==> config.mk <==
export PLATFORM = sky130hd
export DESIGN_NAME = sram_arbiter
export DESIGN_NICKNAME = d
export VERILOG_FILES = /design/src/rtl/sram_arbiter.sv
export SDC_FILE = /design/constraint.sdc
export NUM_CORES = 1
export LEC_CHECK = 0
export BUFFER_PORTS_ARGS = -buffer_cell sky130_fd_sc_hd__clkbuf_2
export CAP_MARGIN = 20
export CORE_MARGIN = 10
export CORE_UTILIZATION = 35
export DETAILED_ROUTE_END_ITERATION = 8
export PLACE_DENSITY = 0.81
export SLEW_MARGIN = 0
export SYNTH_ARGS = -nofsm -noshare
export SYNTH_HDL_FRONTEND = slang
export SYNTH_SLANG_ARGS = --single-unit
export TNS_END_PERCENT = 1
==> constraint.sdc <==
create_clock -name i_clk -period 1.45 [get_ports i_clk]
set_input_delay 0.29 -clock i_clk [delete_from_list [all_inputs] [get_ports i_clk]]
set_output_delay 0.29 -clock i_clk [all_outputs]
set_load 0.02 [all_outputs]
==> src/rtl/sram_arbiter.sv <==
// Two-requester arbiter in front of a single 32-bit stb/ack SRAM controller.
// A granted request is latched and presented to the slave until it acks
// (or the watchdog expires); the ack and read data are returned only to
// the winner. Every transaction is followed by one idle cycle with stb low.
module sram_arbiter #(
    parameter bit FIXED_PRIO = 1'b0,   // 1: requester 0 wins every tie
    parameter int TIMEOUT    = 15      // BUSY cycles without ack before forced end (1..15)
) (
    input  logic        i_clk,
    input  logic        i_rst,
    // requester 0 (CPU data port)
    input  logic [19:0] i_m0_addr,
    input  logic [3:0]  i_m0_we,
    input  logic [31:0] i_m0_dat_w,
    input  logic        i_m0_stb,
    output logic [31:0] o_m0_dat_r,
    output logic        o_m0_ack,
    // requester 1 (instruction fetch / DMA)
    input  logic [19:0] i_m1_addr,
    input  logic [3:0]  i_m1_we,
    input  logic [31:0] i_m1_dat_w,
    input  logic        i_m1_stb,
    output logic [31:0] o_m1_dat_r,
    output logic        o_m1_ack,
    // slave side
    output logic [19:0] o_addr,
    output logic [3:0]  o_we,
    output logic [31:0] o_dat_w,
    output logic        o_stb,
    input  logic [31:0] i_dat_r,
    input  logic        i_ack,
    // status
    output logic        o_busy,
    output logic        o_timeout
);

    typedef enum logic {
        ST_IDLE = 1'b0,
        ST_BUSY = 1'b1
    } state_t;

    // Watchdog fires on the BUSY cycle where the counter reaches this value.
    localparam logic [3:0] CNT_LAST = 4'(TIMEOUT - 1);

    state_t      state_q, state_d;
    logic        grant_q, grant_d;
    logic        last_q, last_d;
    logic [19:0] addr_q, addr_d;
    logic [3:0]  we_q, we_d;
    logic [31:0] dat_w_q, dat_w_d;
    logic [3:0]  cnt_q, cnt_d;
    logic        timeout_q, timeout_d;

    // Requester inputs gathered into arrays so the winner can be selected by index.
    logic [19:0] req_addr  [2];
    logic [3:0]  req_we    [2];
    logic [31:0] req_dat_w [2];
    logic [1:0]  req_stb;
    logic [1:0]  ack_vec;
    logic [31:0] dat_r_arr [2];

    assign req_addr[0]  = i_m0_addr;
    assign req_addr[1]  = i_m1_addr;
    assign req_we[0]    = i_m0_we;
    assign req_we[1]    = i_m1_we;
    assign req_dat_w[0] = i_m0_dat_w;
    assign req_dat_w[1] = i_m1_dat_w;
    assign req_stb      = {i_m1_stb, i_m0_stb};

    logic winner;
    logic expiry;
    logic txn_done;

    // Winner selection: a lone requester wins; a tie goes to requester 0
    // under fixed priority, otherwise to whoever was not served last.
    always_comb begin
        winner = 1'b0;
        if (req_stb == 2'b11) begin
            winner = FIXED_PRIO ? 1'b0 : ~last_q;
        end else begin
            winner = req_stb[1];
        end
    end

    // Watchdog expiry only counts when the slave did not ack in the same cycle.
    assign expiry   = (state_q == ST_BUSY) && !i_ack && (cnt_q == CNT_LAST);
    assign txn_done = (state_q == ST_BUSY) && (i_ack || expiry);

    // Next-state logic: arbitrate and latch in IDLE, wait for ack or expiry in BUSY.
    always_comb begin
        state_d   = state_q;
        grant_d   = grant_q;
        last_d    = last_q;
        addr_d    = addr_q;
        we_d      = we_q;
        dat_w_d   = dat_w_q;
        cnt_d     = cnt_q;
        timeout_d = timeout_q;
        case (state_q)
            ST_IDLE: begin
                // A stray slave ack while idle falls through here untouched.
                if (req_stb != 2'b00) begin
                    addr_d  = req_addr[winner];
                    we_d    = req_we[winner];
                    dat_w_d = req_dat_w[winner];
                    grant_d = winner;
                    last_d  = winner;
                    cnt_d   = 4'd0;
                    state_d = ST_BUSY;
                end
            end
            ST_BUSY: begin
                if (i_ack) begin
                    state_d = ST_IDLE;
                end else if (expiry) begin
                    state_d   = ST_IDLE;
                    timeout_d = 1'b1;
                end else begin
                    cnt_d = cnt_q + 4'd1;
                end
            end
            default: state_d = ST_IDLE;
        endcase
    end

    // State and latched-request registers; reset abandons any transaction silently.
    always_ff @(posedge i_clk) begin
        if (i_rst) begin
            state_q   <= ST_IDLE;
            grant_q   <= 1'b0;
            last_q    <= 1'b1;
            addr_q    <= '0;
            we_q      <= '0;
            dat_w_q   <= '0;
            cnt_q     <= '0;
            timeout_q <= 1'b0;
        end else begin
            state_q   <= state_d;
            grant_q   <= grant_d;
            last_q    <= last_d;
            addr_q    <= addr_d;
            we_q      <= we_d;
            dat_w_q   <= dat_w_d;
            cnt_q     <= cnt_d;
            timeout_q <= timeout_d;
        end
    end

    // Ack and read-data routing to the granted requester; a watchdog ack carries zero data.
    genvar gi;
    generate
        for (gi = 0; gi < 2; gi++) begin : g_route
            assign ack_vec[gi]   = txn_done && (grant_q == 1'(gi));
            assign dat_r_arr[gi] = (ack_vec[gi] && i_ack) ? i_dat_r : 32'd0;
        end
    endgenerate

    assign o_m0_ack   = ack_vec[0];
    assign o_m1_ack   = ack_vec[1];
    assign o_m0_dat_r = dat_r_arr[0];
    assign o_m1_dat_r = dat_r_arr[1];

    assign o_stb     = (state_q == ST_BUSY);
    assign o_busy    = (state_q == ST_BUSY);
    assign o_addr    = addr_q;
    assign o_we      = we_q;
    assign o_dat_w   = dat_w_q;
    assign o_timeout = timeout_q;

endmodule

== Yosys cells after proc, flatten, opt, wreduce, memory -nomap -nowiden ==
Cells that the tools add are included.

* Word-level logic and storage cells: 53
* Register bits after elaboration: 64
* Output and inout port bits: 125

* Equal/unequal tests: 5
* Add/subtract/negate cells: 1
* Reduce and logical (&&, ||, !) cells: 13
* $lt $le $gt $ge: 1
* Bitwise logic cells: 5
* Mux-type cells: 20

{| class="wikitable"
|+ Operator list
! cell !! count
|-
| 2-to-1 mux 32 bit || 5
|-
| 2-to-1 mux 20 bit || 3
|-
| 2-to-1 mux 4 bit || 6
|-
| one-hot mux 4 bit (2 select lines) || 1
|-
| logical AND 1 bit || 7
|-
| inequality test 2 bit, second input constant || 3
|-
| AND reduction 3 bit || 2
|-
| adder 4 x 1 -> 4 bit, second input constant || 1
|-
| equality test 4 bit, second input constant || 1
|-
| 2-to-1 mux 1 bit || 4
|-
| inverter 1 bit || 4
|-
| equality test 2 bit, second input constant || 1
|-
| >= comparator 2 bit, second input constant || 1
|-
| inverter 1 -> 2 bit || 1
|-
| one-hot mux 1 bit (2 select lines) || 1
|-
| AND reduction 2 bit || 1
|-
| nonzero test 2 bit || 1
|-
| logical NOT 1 bit || 1
|-
| logical OR 1 bit || 1
|}

== Logic depth before layout (Yosys ltp) ==
* Depth after elaboration: 8
* Depth in mapped cells: 6
* Gate-level depth less buffers: 5

== Worst setup path after synthesis ==
Ideal clock, no wire load.

* Kind: register -> output
* From: register state_q (netlist: o_busy)
* To: output port o_m0_dat_r[10]
* Slack: -0.078 ns
* Path buffers: 1
* Arrival time: 1.238 ns
* Required time: 1.160 ns
* Stages on the path, launching flop included: 4
* Cell sequence: dfxtp_1 and3_1 clkbuf_1 and2_1

* Cells in the longest elaborated chain, start to end: 7

{| class="wikitable"
|+ RTL lines
! what !! line !! source
|-
| from (decl) || 45 || <nowiki>state_t state_q, state_d;</nowiki>
|-
| from (signal assigned) || 138 || <nowiki>state_q <= state_d;</nowiki>
|-
| logical AND 1 bit (2 in series) || 86 || <nowiki>assign expiry = (state_q == ST_BUSY) && !i_ack && (cnt_q == CNT_LAST);</nowiki>
|-
| logical OR 1 bit || 87 || <nowiki>assign txn_done = (state_q == ST_BUSY) && (i_ack || expiry);</nowiki>
|-
| logical AND 1 bit (*) || 87 ||
|-
| logical AND 1 bit (*) || 153 || <nowiki>assign ack_vec[gi] = txn_done && (grant_q == 1'(gi));</nowiki>
|-
| logical AND 1 bit (*) || 154 || <nowiki>assign dat_r_arr[gi] = (ack_vec[gi] && i_ack) ? i_dat_r : 32'd0;</nowiki>
|-
| 2-to-1 mux 32 bit (*) || 154 ||
|-
| to (decl) || 16 || <nowiki>output logic [31:0] o_m0_dat_r,</nowiki>
|}

Mark *: on every way between the ends. The rest lies on a longest branch, timed or not.

== Worst setup path in the final report ==
* From: register grant_q
* To: output port o_m0_dat_r[22]

* Cells in the longest elaborated chain, start to end: 4

{| class="wikitable"
|+ RTL lines
! what !! line !! source
|-
| from (decl) || 46 || <nowiki>logic grant_q, grant_d;</nowiki>
|-
| from (signal assigned) || 139 || <nowiki>grant_q <= grant_d;</nowiki>
|-
| inverter 1 bit || 153 ||
|-
| logical AND 1 bit || 153 ||
|-
| logical AND 1 bit || 154 ||
|-
| 2-to-1 mux 32 bit || 154 ||
|}

Every way passes these cells.

==> results <==
- The data arrival time of the critical path is about 1500 ps.
- The wire length reported by the detailed router is about 17000 µm.
- The cell row count is 34.
- The die width is 116 µm.
- The final estimated routing congestion in global placement is 0.862.
- The detailed-route wire length per cell is about 24 µm.
- The CTS tree is built.
- The worst-case clock buffer depth is 2.
- Synthesis produced a netlist with a net count of 467.
- The simple-gate share of the synthesized area is ~31%.
- The TritonCTS sink count is 64.
- The worst hold path passes through 2 cells.
- The proportion of layout cells with a drive suffix above 1 is 61.7%.
- The die covers 13400 µm².
- In this run the cell area of the synthesized design comes to roughly 3200 µm².
- The share of synthesized area spent on multiplexers is 0%.
- Compared with the post-synthesis result, the final layout area differs by 76.5%.
- In this run the number of cells on the critical path is 5.
- The worst reg2reg path endpoint is cnt_q[0]$_SDFFE_PP0P_.
- Together, buffers and inverters on the worst path number 3.
- The launch instance of the worst min-delay path is i_m1_addr[11].
- Ranked by total cell area, the synthesized netlist is headed by sky130_fd_sc_hd__dfxtp_1 40%, sky130_fd_sc_hd__a221o_1 18%, sky130_fd_sc_hd__and2_1 13%, sky130_fd_sc_hd__nor3b_1 11%, sky130_fd_sc_hd__nor3b_2 3.1%.
- The worst hold path terminates at o_addr[11]$_SDFFE_PP0P_.
- On the final layout, the worst clock skew is 10.7 ps.
- The data required time of the critical path is between 1000 and 1500 ps.
- Dividing total power by cell area gives a power density of 884 nW/µm².
- The synthesized netlist devotes less than 1% of its cell area to adder and majority cells.
- Hold timing on the final database bottoms out at a slack of 172 ps.
- The clock tree synthesis step divided the H-tree into 3 levels.
- The worst register-to-register path begins at cnt_q[0]$_SDFFE_PP0P_.
- The slowest cell on the critical path is sky130_fd_sc_hd__dfxtp_2.
- The final standard cell area without fillers is ~5600 µm².
- The type of the worst setup path is reg -> out.
- The average instance in the mapped netlist occupies 10.1 µm².
- The number of instances in the synthesized netlist is 316.
- The first TritonRoute pass finished after 4 iterations.
- The worst min-delay path class is in -> reg.
- The total overflow left after global routing is 0.
- The cell area after placement is around 4700 µm².
- From bottom edge to top edge, the die measures 116 µm.
- Measured in cells, the most critical reg-to-reg path has a length of 6.
- The fmax is just under 600 MHz.
- 0 antenna diodes ended up in the layout.
- The measured slew at the worst slew-check pin is 296 ps.
- 274 I/O pins were placed.
- After detailed routing, the number of remaining DRC violations is 0.
- The share of the core filled with cells in the final layout is 64.1%.
- The number of different library cells used by synthesis comes to 36.
- The synthesized design spends more area on one cell type than any other, namely sky130_fd_sc_hd__dfxtp_1.
- After Yosys synthesis, XOR and XNOR cells account for 0% of the synthesized area.
- Setup repair after global routing could not meet its margin everywhere.
- The worst path setup slack after routing is -286 ps.
- The share of the clock period used by the worst path after layout is 120%.
- The count of routing violations after the opening detailed-route iteration is 302.
- Once the floorplan was initialized, standard cells occupied 36.3% of the core.
- The compound-cell area share of the yosys netlist is 21.5%.
- At the later pin of the worst-skew pair, clock insertion delay measures 340 ps.
- The final-report hold violation count was 0.
- The top cell type's share of synthesized area is 40.0%.
- The combinational family with the most area after synthesis is simple AND/OR/NAND/NOR gates.
- Max-cap violations in this run came to 0.
- The buffers inserted during post-CTS setup optimization is 0.
- Input and output buffers added on the ports amount to 273.
- For the finished layout, the period the worst path requires is between 1500 and 2000 ps.
- The sequential cell area fraction in the yosys report is 40.0%.
- Using the TritonRoute via totals, the vias-per-cell ratio works out to ~5.6.
- After synthesis the netlist holds a flip-flop and latch count of 64.
- The core area is about 9000 µm².
- The count of pins over their slew limit was 0.
- The critical path launch point type is a flip-flop.
- The total half-perimeter wirelength after legalization and detailed placement is 11300 µm.
- Setup violations remaining at the end of the flow were counted as 66.
- The run finished, with violations left.
- For this run, the slowest stage of the critical path takes roughly 340 ps.
- The global-route wire length before repair is around 23000 µm.
- For this run, the total global-route usage over all layers was measured as between 20 and 25%.
- The total via count in the routed design is 3902.
- The pin count of the biggest net entering global routing is 57.
- The CTS clock-pin slew for the worst setup and hold paths is 90 ps.
- Timing analysis after detailed placement gives a worst setup slack of -38.6 ps.
- The worst slew slack as a fraction of its limit is around four fifths.
- The number of clock buffers added by TritonCTS is 9.
- Clock tree synthesis selected as its root buffer the cell sky130_fd_sc_hd__clkbuf_8.
- The Yosys warning count is 0.
- The final antenna-violating net count is 0.
- Across all register-to-register paths, the minimum setup slack is 0 ps.
- The family with the most delay on the worst path is buffers and inverters.
- The peak ir drop on the vdd network is 0.602 mV.
- The initial antenna violation count was 0.
- The post-layout net count is 736.
- The static power due to leakage is 2.68 nW.
- Along the worst path, the maximum fanout reaches 16.
- The number of global-route vias before repair came to 4096.
- The critical path endpoint category is an output pin.
- The critical path goes through inv_2, and3_4, clkbuf_16, and2_1, clkbuf_8.
- The final reports fail on negative setup slack.
-- cell type report --
type | instances | area [µm²]
Sequential cell | 64 | 1290
Multi-Input combinational cell | 216 | 1830
Clock buffer | 11 | 151
Timing Repair Buffer | 291 | 2160
Fill cell | 656 | 3160
Clock inverter | 5 | 62.6
Inverter | 3 | 11.3
Tap cell | 108 | 135
-- report_power, final --
group | internal (mW) | total [mW] | switching, mW
sequential | 1.91 | 2.00 | 0.0829
combinational | 0.629 | 1.36 | 0.735
clock | 0.897 | 1.63 | 0.734
-- logic make-up (layout without fill, tap and decap cells) --
logic type      Yosys count  count (layout)
simple gates            142             142
compound gates           72              72
flops                    64              64
buf+inv                  36             310
fa+ha+maj                 2               2
-- registers in the layout (all words and copies together), names as in the netlist --
name	count
o_dat_w	32
o_addr	20
cnt_q	4
o_we	4
grant_q	1
last_q	1
o_busy	1
o_timeout	1
-- worst max-delay path by stage --
stage,slack [ps],end,start
2_1_floorplan,-9,o_m0_ack,cnt_q[1]$_SDFFE_PP0P_
3_3_place_gp,-3,o_m0_ack,cnt_q[0]$_SDFFE_PP0P_
3_5_place_dp,-40,cnt_q[0]$_SDFFE_PP0P_,cnt_q[0]$_SDFFE_PP0P_
4_1_cts,-240,o_m0_ack,cnt_q[0]$_SDFFE_PP0P_
5_1_grt,-350,o_m1_dat_r[8],o_busy$_SDFF_PP0_
6_report,-290,o_m0_dat_r[22],grant_q$_SDFFE_PP0P_
-- metal layers --
layer	wire, µm	global-route usage [%]	up-vias
li1	-	-	1726
met1	5360	20.6	1835
met2	8630	40.4	285
met3	1800	7.24	56
met4	813	11.8	0
met5	0	0	-
-- worst register-to-register path: cells and delay by family, from the launching register on --
kind / cells / cell delay (ps)
adders and majority gates: 1 / 150
and+or+nand+nor: 2 / 560
AOI/OAI and AO/OA: 1 / 140
DFF: 1 / 330
buffers and inverters: 2 / 200
-- what timing repair did --
item,CTS,global route
hold buffers,0,0
pin swaps,3,23
gates cloned,0,2
resized for setup,119,79
hold endpoints to repair,0,0
setup endpoints to repair,67,67
-- stage by stage --
step / cells / TNS, ps / power [mW]
after global routing: 698 / -18970 / 5.20
after detailed placement: 680 / -92.6 / 3.27
after global placement: 680 / -2.53 / 3.24
after floorplan: 316 / -18.3 / 2.70
final: 698 / -15260 / 4.99
after CTS: 696 / -14260 / 4.96
-- cells in the final DEF (no fill, tap or decap), types with 2 or more instances in the layout --
cell type	synthesis	layout
sky130_fd_sc_hd__inv_2	0	2
sky130_fd_sc_hd__nor3b_2	8	8
sky130_fd_sc_hd__dfxtp_2	0	3
sky130_fd_sc_hd__and2_1	64	36
sky130_fd_sc_hd__nand2b_1	3	3
sky130_fd_sc_hd__a21oi_1	5	4
sky130_fd_sc_hd__and3_4	0	3
sky130_fd_sc_hd__nor3b_1	48	48
sky130_fd_sc_hd__clkinvlp_4	0	2
sky130_fd_sc_hd__and2_4	0	28
sky130_fd_sc_hd__buf_4	1	20
sky130_fd_sc_hd__buf_8	1	22
sky130_fd_sc_hd__clkbuf_2	0	207
sky130_fd_sc_hd__clkbuf_8	0	41
sky130_fd_sc_hd__clkbuf_16	0	2
sky130_fd_sc_hd__nor2b_1	2	2
sky130_fd_sc_hd__a221o_1	56	56
sky130_fd_sc_hd__buf_12	0	9
sky130_fd_sc_hd__dfxtp_1	64	60
sky130_fd_sc_hd__nor2_1	5	5
-- synth_stat cells --
cell and count:
sky130_fd_sc_hd__and2_1 64, sky130_fd_sc_hd__dfxtp_1 64, sky130_fd_sc_hd__a221o_1 56, sky130_fd_sc_hd__nor3b_1 48, sky130_fd_sc_hd__buf_2 11, sky130_fd_sc_hd__clkbuf_1 11, sky130_fd_sc_hd__nor3b_2 8, sky130_fd_sc_hd__buf_6 7
sky130_fd_sc_hd__a21oi_1 5, sky130_fd_sc_hd__nor2_1 5, sky130_fd_sc_hd__and3_1 3, sky130_fd_sc_hd__inv_1 3, sky130_fd_sc_hd__nand2b_1 3, sky130_fd_sc_hd__a211oi_2 2, sky130_fd_sc_hd__buf_1 2, sky130_fd_sc_hd__ha_1 2
sky130_fd_sc_hd__nor2b_1 2, sky130_fd_sc_hd__o21ai_0 2, sky130_fd_sc_hd__a211o_1 1, sky130_fd_sc_hd__a21boi_0 1, sky130_fd_sc_hd__a21o_1 1, sky130_fd_sc_hd__a311oi_2 1, sky130_fd_sc_hd__a31o_2 1, sky130_fd_sc_hd__a41oi_1 1
sky130_fd_sc_hd__buf_4 1, sky130_fd_sc_hd__buf_8 1, sky130_fd_sc_hd__nand2_1 1, sky130_fd_sc_hd__nand2b_2 1, sky130_fd_sc_hd__nand3_1 1, sky130_fd_sc_hd__nor3_1 1, sky130_fd_sc_hd__nor3_2 1, sky130_fd_sc_hd__nor4_1 1
sky130_fd_sc_hd__o21ba_1 1, sky130_fd_sc_hd__or2_4 1, sky130_fd_sc_hd__or2b_1 1, sky130_fd_sc_hd__or3_1 1
No activity file was read; power rests on OpenSTA's default activity.
